File: config.mk
export PLATFORM = sky130hd
export DESIGN_NAME = truth_table_sequencer
export DESIGN_NICKNAME = d
export VERILOG_FILES = /design/src/rtl/truth_table_sequencer.sv
export SDC_FILE = /design/constraint.sdc
export NUM_CORES = 1
export LEC_CHECK = 0
export CORE_MARGIN = 3
export CORE_UTILIZATION = 47
export CTS_CLUSTER_DIAMETER = 100
export DETAILED_ROUTE_END_ITERATION = 8
export GPL_ROUTABILITY_DRIVEN = 0
export PLACE_DENSITY = 0.81
export SKIP_LAST_GASP = 1
export SYNTH_ARGS = -nofsm -noshare
export SYNTH_HDL_FRONTEND = slang
export SYNTH_SLANG_ARGS = --single-unit
export TNS_END_PERCENT = 10
File: constraint.sdc
create_clock -name CLK -period 1.7 [get_ports CLK]
set_input_delay 0.34 -clock CLK [delete_from_list [all_inputs] [get_ports CLK]]
set_output_delay 0.34 -clock CLK [all_outputs]
set_load 0.01 [all_outputs]
File: src/rtl/truth_table_sequencer.sv
// Truth-table sequencer: steps a 3-input block under test through all eight
// input vectors, samples its output after a settle interval, builds the
// captured truth table and compares it against an expected pattern that was
// latched at START.
module truth_table_sequencer #(
   parameter int SETTLE = 4,   // cycles each vector is held before sampling (1..255)
   parameter int CW     = 8    // settle counter width; must hold SETTLE-1
) (
   input  logic       CLK,
   input  logic       RST,
   input  logic       START,
   input  logic [7:0] EXP,
   input  logic       F,
   output logic       A,
   output logic       B,
   output logic       C,
   output logic       BUSY,
   output logic       DONE,
   output logic       PASS,
   output logic [7:0] TT,
   output logic [2:0] FAIL_IDX
);

   typedef enum logic [2:0] {
      ST_IDLE   = 3'd0,
      ST_SETTLE = 3'd1,
      ST_SAMPLE = 3'd2,
      ST_CHECK  = 3'd3,
      ST_DONE   = 3'd4
   } state_t;

   localparam logic [CW-1:0] LP_CNT_LAST = CW'(SETTLE - 1);

   state_t        r_state;
   state_t        w_next;
   logic [2:0]    r_idx;
   logic [CW-1:0] r_cnt;
   logic [7:0]    r_exp;
   logic [7:0]    r_tt;
   logic          r_pass;
   logic [2:0]    r_fidx;
   logic [2:0]    r_abc;
   logic          r_busy;
   logic          r_done;

   // Lowest bit position where the captured and expected tables differ;
   // zero when they agree. Scanning downward leaves the lowest hit last.
   function automatic logic [2:0] first_mismatch(input logic [7:0] tt_v,
                                                 input logic [7:0] exp_v);
      logic [2:0] pos;
      pos = 3'd0;
      for (int i = 7; i >= 0; i--) begin
         if (tt_v[i] != exp_v[i]) begin
            pos = 3'(i);
         end else begin
            pos = pos;
         end
      end
      return pos;
   endfunction

   // State register.
   always_ff @(posedge CLK) begin
      if (RST) begin
         r_state <= ST_IDLE;
      end else begin
         r_state <= w_next;
      end
   end

   // Next-state logic: settle for SETTLE cycles, sample once, repeat for all
   // eight vectors, then a single check cycle and a single done cycle.
   always_comb begin
      w_next = r_state;
      case (r_state)
         ST_IDLE: begin
            if (START) begin
               w_next = ST_SETTLE;
            end else begin
               w_next = ST_IDLE;
            end
         end
         ST_SETTLE: begin
            if (r_cnt == LP_CNT_LAST) begin
               w_next = ST_SAMPLE;
            end else begin
               w_next = ST_SETTLE;
            end
         end
         ST_SAMPLE: begin
            if (r_idx == 3'd7) begin
               w_next = ST_CHECK;
            end else begin
               w_next = ST_SETTLE;
            end
         end
         ST_CHECK: w_next = ST_DONE;
         ST_DONE:  w_next = ST_IDLE;
         default:  w_next = ST_IDLE;
      endcase
   end

   // Datapath: vector index, settle counter, stimulus, capture and result
   // registers. EXP is only latched on an accepted START so it may change
   // freely during a run.
   always_ff @(posedge CLK) begin
      if (RST) begin
         r_idx  <= 3'd0;
         r_cnt  <= '0;
         r_exp  <= 8'h00;
         r_tt   <= 8'h00;
         r_pass <= 1'b0;
         r_fidx <= 3'd0;
         r_abc  <= 3'd0;
         r_busy <= 1'b0;
         r_done <= 1'b0;
      end else begin
         r_done <= 1'b0;
         case (r_state)
            ST_IDLE: begin
               if (START) begin
                  r_exp  <= EXP;
                  r_tt   <= 8'h00;
                  r_idx  <= 3'd0;
                  r_cnt  <= '0;
                  r_abc  <= 3'd0;
                  r_busy <= 1'b1;
               end
            end
            ST_SETTLE: begin
               r_cnt <= r_cnt + CW'(1);
            end
            ST_SAMPLE: begin
               r_tt[r_idx] <= F;
               // The final vector stays on A/B/C through the check cycle.
               if (r_idx != 3'd7) begin
                  r_idx <= r_idx + 3'd1;
                  r_abc <= r_idx + 3'd1;
                  r_cnt <= '0;
               end
            end
            ST_CHECK: begin
               r_pass <= (r_tt == r_exp);
               r_fidx <= first_mismatch(r_tt, r_exp);
               r_abc  <= 3'd0;
               r_busy <= 1'b0;
               r_done <= 1'b1;
            end
            ST_DONE: begin
               r_done <= 1'b0;
            end
            default: begin
               r_busy <= 1'b0;
            end
         endcase
      end
   end

   assign A        = r_abc[2];
   assign B        = r_abc[1];
   assign C        = r_abc[0];
   assign BUSY     = r_busy;
   assign DONE     = r_done;
   assign PASS     = r_pass;
   assign TT       = r_tt;
   assign FAIL_IDX = r_fidx;

endmodule

==> results.ini, run 1 <==
[global_routing]
grt_use_met1_pct=28.4
grt_first_pass_wirelength_mm=7.58
busiest_layer=met2
grt_pass1_vias=1701
grt_max_degree=18
grt.total_usage_pct=21.4
grt_util_met2_pct=33.9
gr-total-overflow=0
antenna_found_initial=0
use_met3_pct=4.76

[setup_path]
arrival_ns=1.90
rrSetupSlack_ns=0.02
cp.required_ns=1.91
worstRegToRegCells=5
critPathMaxFanout=4
r2r_start=r_cnt[1]
crit_path_end_kind=flip-flop
r2r_end=r_state[1]
path_class=flip-flop to flip-flop
worstSetupStartpointType=flip-flop

[route]
drt-pass1-iter-count=4
wl_per_cell_microns=14.2
num_vias=1681
drt-initial-drc-count=204
drc=0
antenna_left=0
vias_per_cell=5.48
wl_mm=4.35

[layout]
final_cell_mix=39 x nand2_1, 37 x dfxtp_1, 32 x a21oi_1
final_common_cell=nand2_1
n_fill_cell=289
area_growth_pct=30.9
final_util_pct=67.3
drive_above_1_share_pct=13.8
fin_nets=275
diodes=0
fin_area_sq_um=2370
layout.cells.non_filler=307

[placed_design]
placement.cell_area_sq_um=2210
io_buffers=28
dp_hpwl_mm=2.98
place_inst=297

[timing]
skew_ns=0.00378
final-setup-viol-count=0
holdWs_ns=0.454
fin_crit_sh_pct=99.1
fin_crit_ns=1.68
slew_headroom_pct=65.9
tightest_slew_ns=0.511
drv_slew=0
rsz0062_at_grt=true
hold_viol_final=0
max_freq_ghz=0.594

[clock_tree]
clk_latency_ns=0.29
cts.sinks=39
root_buffer=clkbuf_8
clock_path_buffers=2
cts_tree=built
h-tree-depth=2
path_clk_slew_ns=0.07
holdBufCountCts=0
cts_inserted_buffers=5

[floorplanning]
core_sq_um=3520
die_y_microns=68.0
row_count=21
ios=29
die_w_microns=68.0
dieArea_sq_um=4630
start_util_pct=51.4

[yosys]
yosysUniqueCellTypes=41
syn-num-nets=233
synth-seq-cells=39
synth_seq_area_share_pct=43.2
avgSynthCellArea_sq_um=8.30
synth_area_sq_um=1810
yosysWarnings=0
synthCells=218
synthArstFlopShare_pct=0
synth_edf_count=0
synth_flop_cell=dfxtp_1

[power]
total_power_mw=1.91
irDropWorstVdd_uv=622
p_leak_nw=0.869
power_density_nw_per_um2=805

[flow_run]
drv_cap=0

[run_status]
status=completed

[hold_path]
hp-class=flip-flop to flip-flop
holdPathEnd=FAIL_IDX[2]
min_from=FAIL_IDX[2]
holdPathStages=2

==> timing repair <==
| action | 4_1_cts | 5_1_grt |
|---|---|---|
| buffers inserted | 0 | 2 |
| endpoints found under the hold margin | 0 | 0 |
| resized for setup | 0 | 7 |
| endpoints found under the setup margin | 0 | 2 |
==> cells by family (layout without fill, tap and decap cells) <==
group	after synthesis	after routing	synth area share [%]
adders and majority gates	3	3	2.07
and+or+nand+nor	88	88	25.4
DFF	39	39	43.2
buffers and inverters	12	55	3.18
xor gates and xnor gates	15	15	7.26
AOI/OAI and AO/OA	61	61	18.9
==> metal layers <==
layer	up-vias	share of wire, %
met3	7	5.2
met4	0	1.1
met2	41	49
met1	780	44
met5	-	0
li1	853	-
==> worst max path at each step <==
stage	startpoint	endpoint	slack (ns)	cells past startpoint
after CTS	r_cnt[1]	r_state[1]	0.04	5
final	r_cnt[1]	r_state[1]	0.02	5
after global placement	START	r_cnt[6]	0.04	5
after detailed placement	START	r_cnt[5]	-0.004	5
after global routing	r_cnt[0]	r_state[1]	-0.06	5
after floorplan	r_idx[0]	r_cnt[6]	0.11	6
==> per-stage QoR <==
| stage | setup TNS [ns] | setup WS, ns |
|---|---|---|
| after floorplan | 0 | 0.110 |
| after global placement | 0 | 0.0408 |
| after global routing | -0.0679 | -0.0597 |
| after CTS | 0 | 0.0403 |
| final | 0 | 0.0152 |
| after detailed placement | -0.00417 | -0.00417 |
==> registers in the layout, summed over array words and instances, names as in the netlist <==
name and cells:
r_exp 8, r_abc 3, r_idx 3, BUSY 1
FAIL_IDX 3, r_state 3, PASS 1, DONE 1
r_cnt 8, TT 8
==> power by group <==
part | leakage, nW | total, mW | switching, mW | internal (mW)
Sequential | 0.317 | 0.953 | 0.0218 | 0.931
Clock | 0.0612 | 0.788 | 0.313 | 0.475
Combinational | 0.491 | 0.167 | 0.0856 | 0.0811
==> layout make-up <==
class / count / area [sq um] / share of cell area (%)
Clock buffer: 6 / 82.6 / 3.49
Clock inverter: 2 / 35.0 / 1.48
Inverter: 3 / 11.3 / 0.475
Multi-Input combinational cell: 167 / 996 / 42.0
Sequential cell: 39 / 786 / 33.2
Tap cell: 46 / 57.6 / 2.43
Timing Repair Buffer: 44 / 400 / 16.9
==> worst max-delay path, stage by stage (launching register included) <==
cell and delay (ns):
dfxtp_4 0.38, ha_4 0.14, or4b_4 0.47, nor4_4 0.34, nand2b_1 0.11, a211oi_2 0.17
==> cells in the mapped netlist (all sizes together) (2+ instances only) <==
cell type | n | share of area [%]
dfxtp | 39 | 43
nand2 | 39 | 8.1
a21oi | 32 | 8.9
o21ai | 16 | 4.4
nor2 | 15 | 3.3
xor2 | 9 | 4.4
xnor2 | 6 | 2.9
a31oi | 5 | 1.7
buf | 5 | 1.7
nand2b | 5 | 1.7
clkbuf | 4 | 0.83
nand4 | 4 | 1.4
ha | 3 | 2.1
inv | 3 | 0.62
nand3b | 3 | 1.2
nor2b | 3 | 1.0
nor3 | 3 | 0.83
nor4 | 3 | 1.4
a22o | 2 | 0.97
nand3 | 2 | 0.55
nand4b | 2 | 0.97
Power figures use the tool's default switching activity.
==> inputs of run 2 (changes only) <==
Settings changed: CORE_UTILIZATION 47 to 35, PLACE_DENSITY 0.81 to unset.
Clock period 1.7 ns to 1.5 ns, I/O delays scaled along.
==> run 2 against run 1 <==
Global-route usage shrank 6.2 points. The run now ends with setup timing left. Utilization shrank 15 points. Critical path type is now flip-flop to output port. Critical endpoint is now TT[0]. Worst hold slack gained 0.0012 ns. Combinational power grew 26%. Non-clock buffer count grew 13. Worst setup slack lost 0.080 ns. Highest routed layer unchanged. Critical path depth shrank 4. Die area grew 31%. Largest cell class unchanged. Final cell count grew 11%. Sequential share of layout area shrank 2.0 points.
==> results.ini, run 2 (same netlist as run 1, synthesis figures left out) <==
[setup_path]
crit_chain=clkdlybuf4s50_1  ; was ha_4 > or4b_4 > nor4_4 > nand2b_1 > a211oi_2
path_class=flip-flop to output port  ; was flip-flop to flip-flop
worst_path_largest_cell_delay_ns=0.57  ; was 0.47 ns
crit_slowest_cell=clkdlybuf4s50_1  ; was or4b_4
worstRegToRegCells=5  ; unchanged
arrival_ns=1.27  ; was 1.90 ns
r2r_end=r_state[1]  ; unchanged
cp_top_family=buffers and inverters  ; was simple AND/OR/NAND/NOR gates
critPathBufInv=1  ; was 0
r2r_start=r_cnt[0]  ; was r_cnt[1]
crit_path_end_kind=output port  ; was flip-flop
cp.required_ns=1.20  ; was 1.91 ns
critPathMaxFanout=3  ; was 4
worstSetupStartpointType=flip-flop  ; unchanged
rrSetupSlack_ns=-0.04  ; was 0.02 ns

[timing]
tightest_slew_ns=0.498  ; was 0.511 ns
final-setup-viol-count=7  ; was 0
hold_viol_final=0  ; unchanged
fin_crit_ns=1.57
drv_slew=0  ; unchanged
rsz0062_at_grt=true  ; unchanged
slew_headroom_pct=66.6  ; was 65.9%
max_freq_ghz=0.639
fin_crit_sh_pct=104
fin_ws_ns=-0.0650  ; was 0.0152 ns
holdWs_ns=0.456  ; was 0.454 ns
skew_ns=0.00510  ; was 0.00378 ns
setup_tns_ns=-0.267  ; was 0 ns

[global_routing]
grt_pass1_vias=1655  ; was 1701
grt.total_usage_pct=15.2  ; was 21.4%
grt_max_degree=16  ; was 18
gr-total-overflow=0  ; unchanged
antenna_found_initial=0  ; unchanged
grt_first_pass_wirelength_mm=7.49  ; was 7.58 mm

[power]
p_leak_nw=0.938  ; was 0.869 nW
power_density_nw_per_um2=871  ; was 805 nW/um^2
irDropWorstVdd_uv=457  ; was 622 uV
total_power_mw=2.19  ; was 1.91 mW

[route]
drt-pass1-iter-count=4  ; unchanged
wl_mm=4.34  ; was 4.35 mm
antenna_left=0  ; unchanged
vias_per_cell=4.97  ; was 5.48
num_vias=1695  ; was 1681
wl_per_cell_microns=12.7  ; was 14.2 microns
drt-initial-drc-count=70  ; was 204
drc=0  ; unchanged

[layout]
drive_above_1_share_pct=19.3  ; was 13.8%
layout.cells.non_filler=341  ; was 307
final_cell_mix=39 x nand2_1, 37 x dfxtp_1, 32 x a21oi_1  ; unchanged
fin_nets=288  ; was 275
final_common_cell=nand2_1  ; unchanged
diodes=0  ; unchanged
area_growth_pct=38.9  ; was 30.9%

[floorplanning]
die_y_microns=77.9  ; was 68.0 microns
row_count=25  ; was 21
dieArea_sq_um=6070  ; was 4630 sq um
start_util_pct=37.3  ; was 51.4%
die_w_microns=77.9  ; was 68.0 microns
core_sq_um=4850  ; was 3520 sq um
ios=29  ; unchanged

[flow_run]
drv_cap=0  ; unchanged

[clock_tree]
clock_path_buffers=2  ; unchanged
clk_latency_ns=0.29  ; about the same
h-tree-depth=2  ; unchanged
root_buffer=clkbuf_8  ; unchanged
cts.sinks=39  ; unchanged
cts_inserted_buffers=5  ; unchanged
path_clk_slew_ns=0.08  ; was 0.07 ns
cts_setup_buffers=0  ; unchanged
cts_tree=built  ; unchanged

[run_status]
status=finished with violations  ; was completed
violations=setup timing

[placed_design]
io_buffers=28  ; unchanged
dp_hpwl_mm=3.28  ; was 2.98 mm
place_inst=333  ; was 297
dp_slack_ns=-0.192  ; was -0.00417 ns

[hold_path]
min_from=FAIL_IDX[2]  ; unchanged
holdPathStages=2  ; unchanged
hp-class=flip-flop to flip-flop  ; unchanged
holdPathEnd=FAIL_IDX[2]  ; unchanged

## run 2: how the worst max path moves through the flow
stage	from	end	slack (ns)	cells after the start
5_1_grt	TT[0]	TT[0]	-0.12	1
6_report	TT[0]	TT[0]	-0.07	1
4_1_cts	r_cnt[0]	r_state[1]	-0.1	5
3_3_place_gp	START	TT[5]	-0.17	5
3_5_place_dp	START	TT[4]	-0.19	5
2_1_floorplan	r_cnt[0]	r_state[1]	-0.005	5
## run 2: layout make-up
| class | instances | area, sq um |
|---|---|---|
| multi-input combinational | 167 | 1020 |
| fill | 482 | 2330 |
| clock buffer | 6 | 82.6 |
| timing repair buffer | 57 | 498 |
| sequential | 39 | 783 |
| clock inverter | 2 | 35.0 |
| tap | 67 | 83.8 |
| inverter | 3 | 11.3 |
## run 2: stage by stage
step	utilization, %	cell area, sq um
2_1_floorplan	-	1810
3_3_place_gp	48.4	2350
3_5_place_dp	48.4	2350
4_1_cts	51.0	2470
5_1_grt	51.8	2510
6_report	51.8	2510
## run 2: what timing repair did
action | 4_1_cts | 5_1_grt
pin swaps | 0 | 1
gates resized for setup | 1 | 9
hold endpoints to repair | 0 | 0
hold buffers | 0 | 0
endpoints found under the setup margin | 12 | 36
## run 2: power by group
group | switching, mW | internal, mW | total [mW]
sequential | 0.0179 | 1.06 | 1.07
clock | 0.368 | 0.538 | 0.906
combinational | 0.104 | 0.106 | 0.210
## run 2: metal layers
layer / GRT usage (%) / share of wire [%] / up-vias
li1: - / - / 874
met1: 19.8 / 47 / 786
met2: 24.7 / 49 / 29
met3: 3.83 / 3.0 / 6
met4: 4.72 / 1.4 / 0
met5: 0 / 0 / -
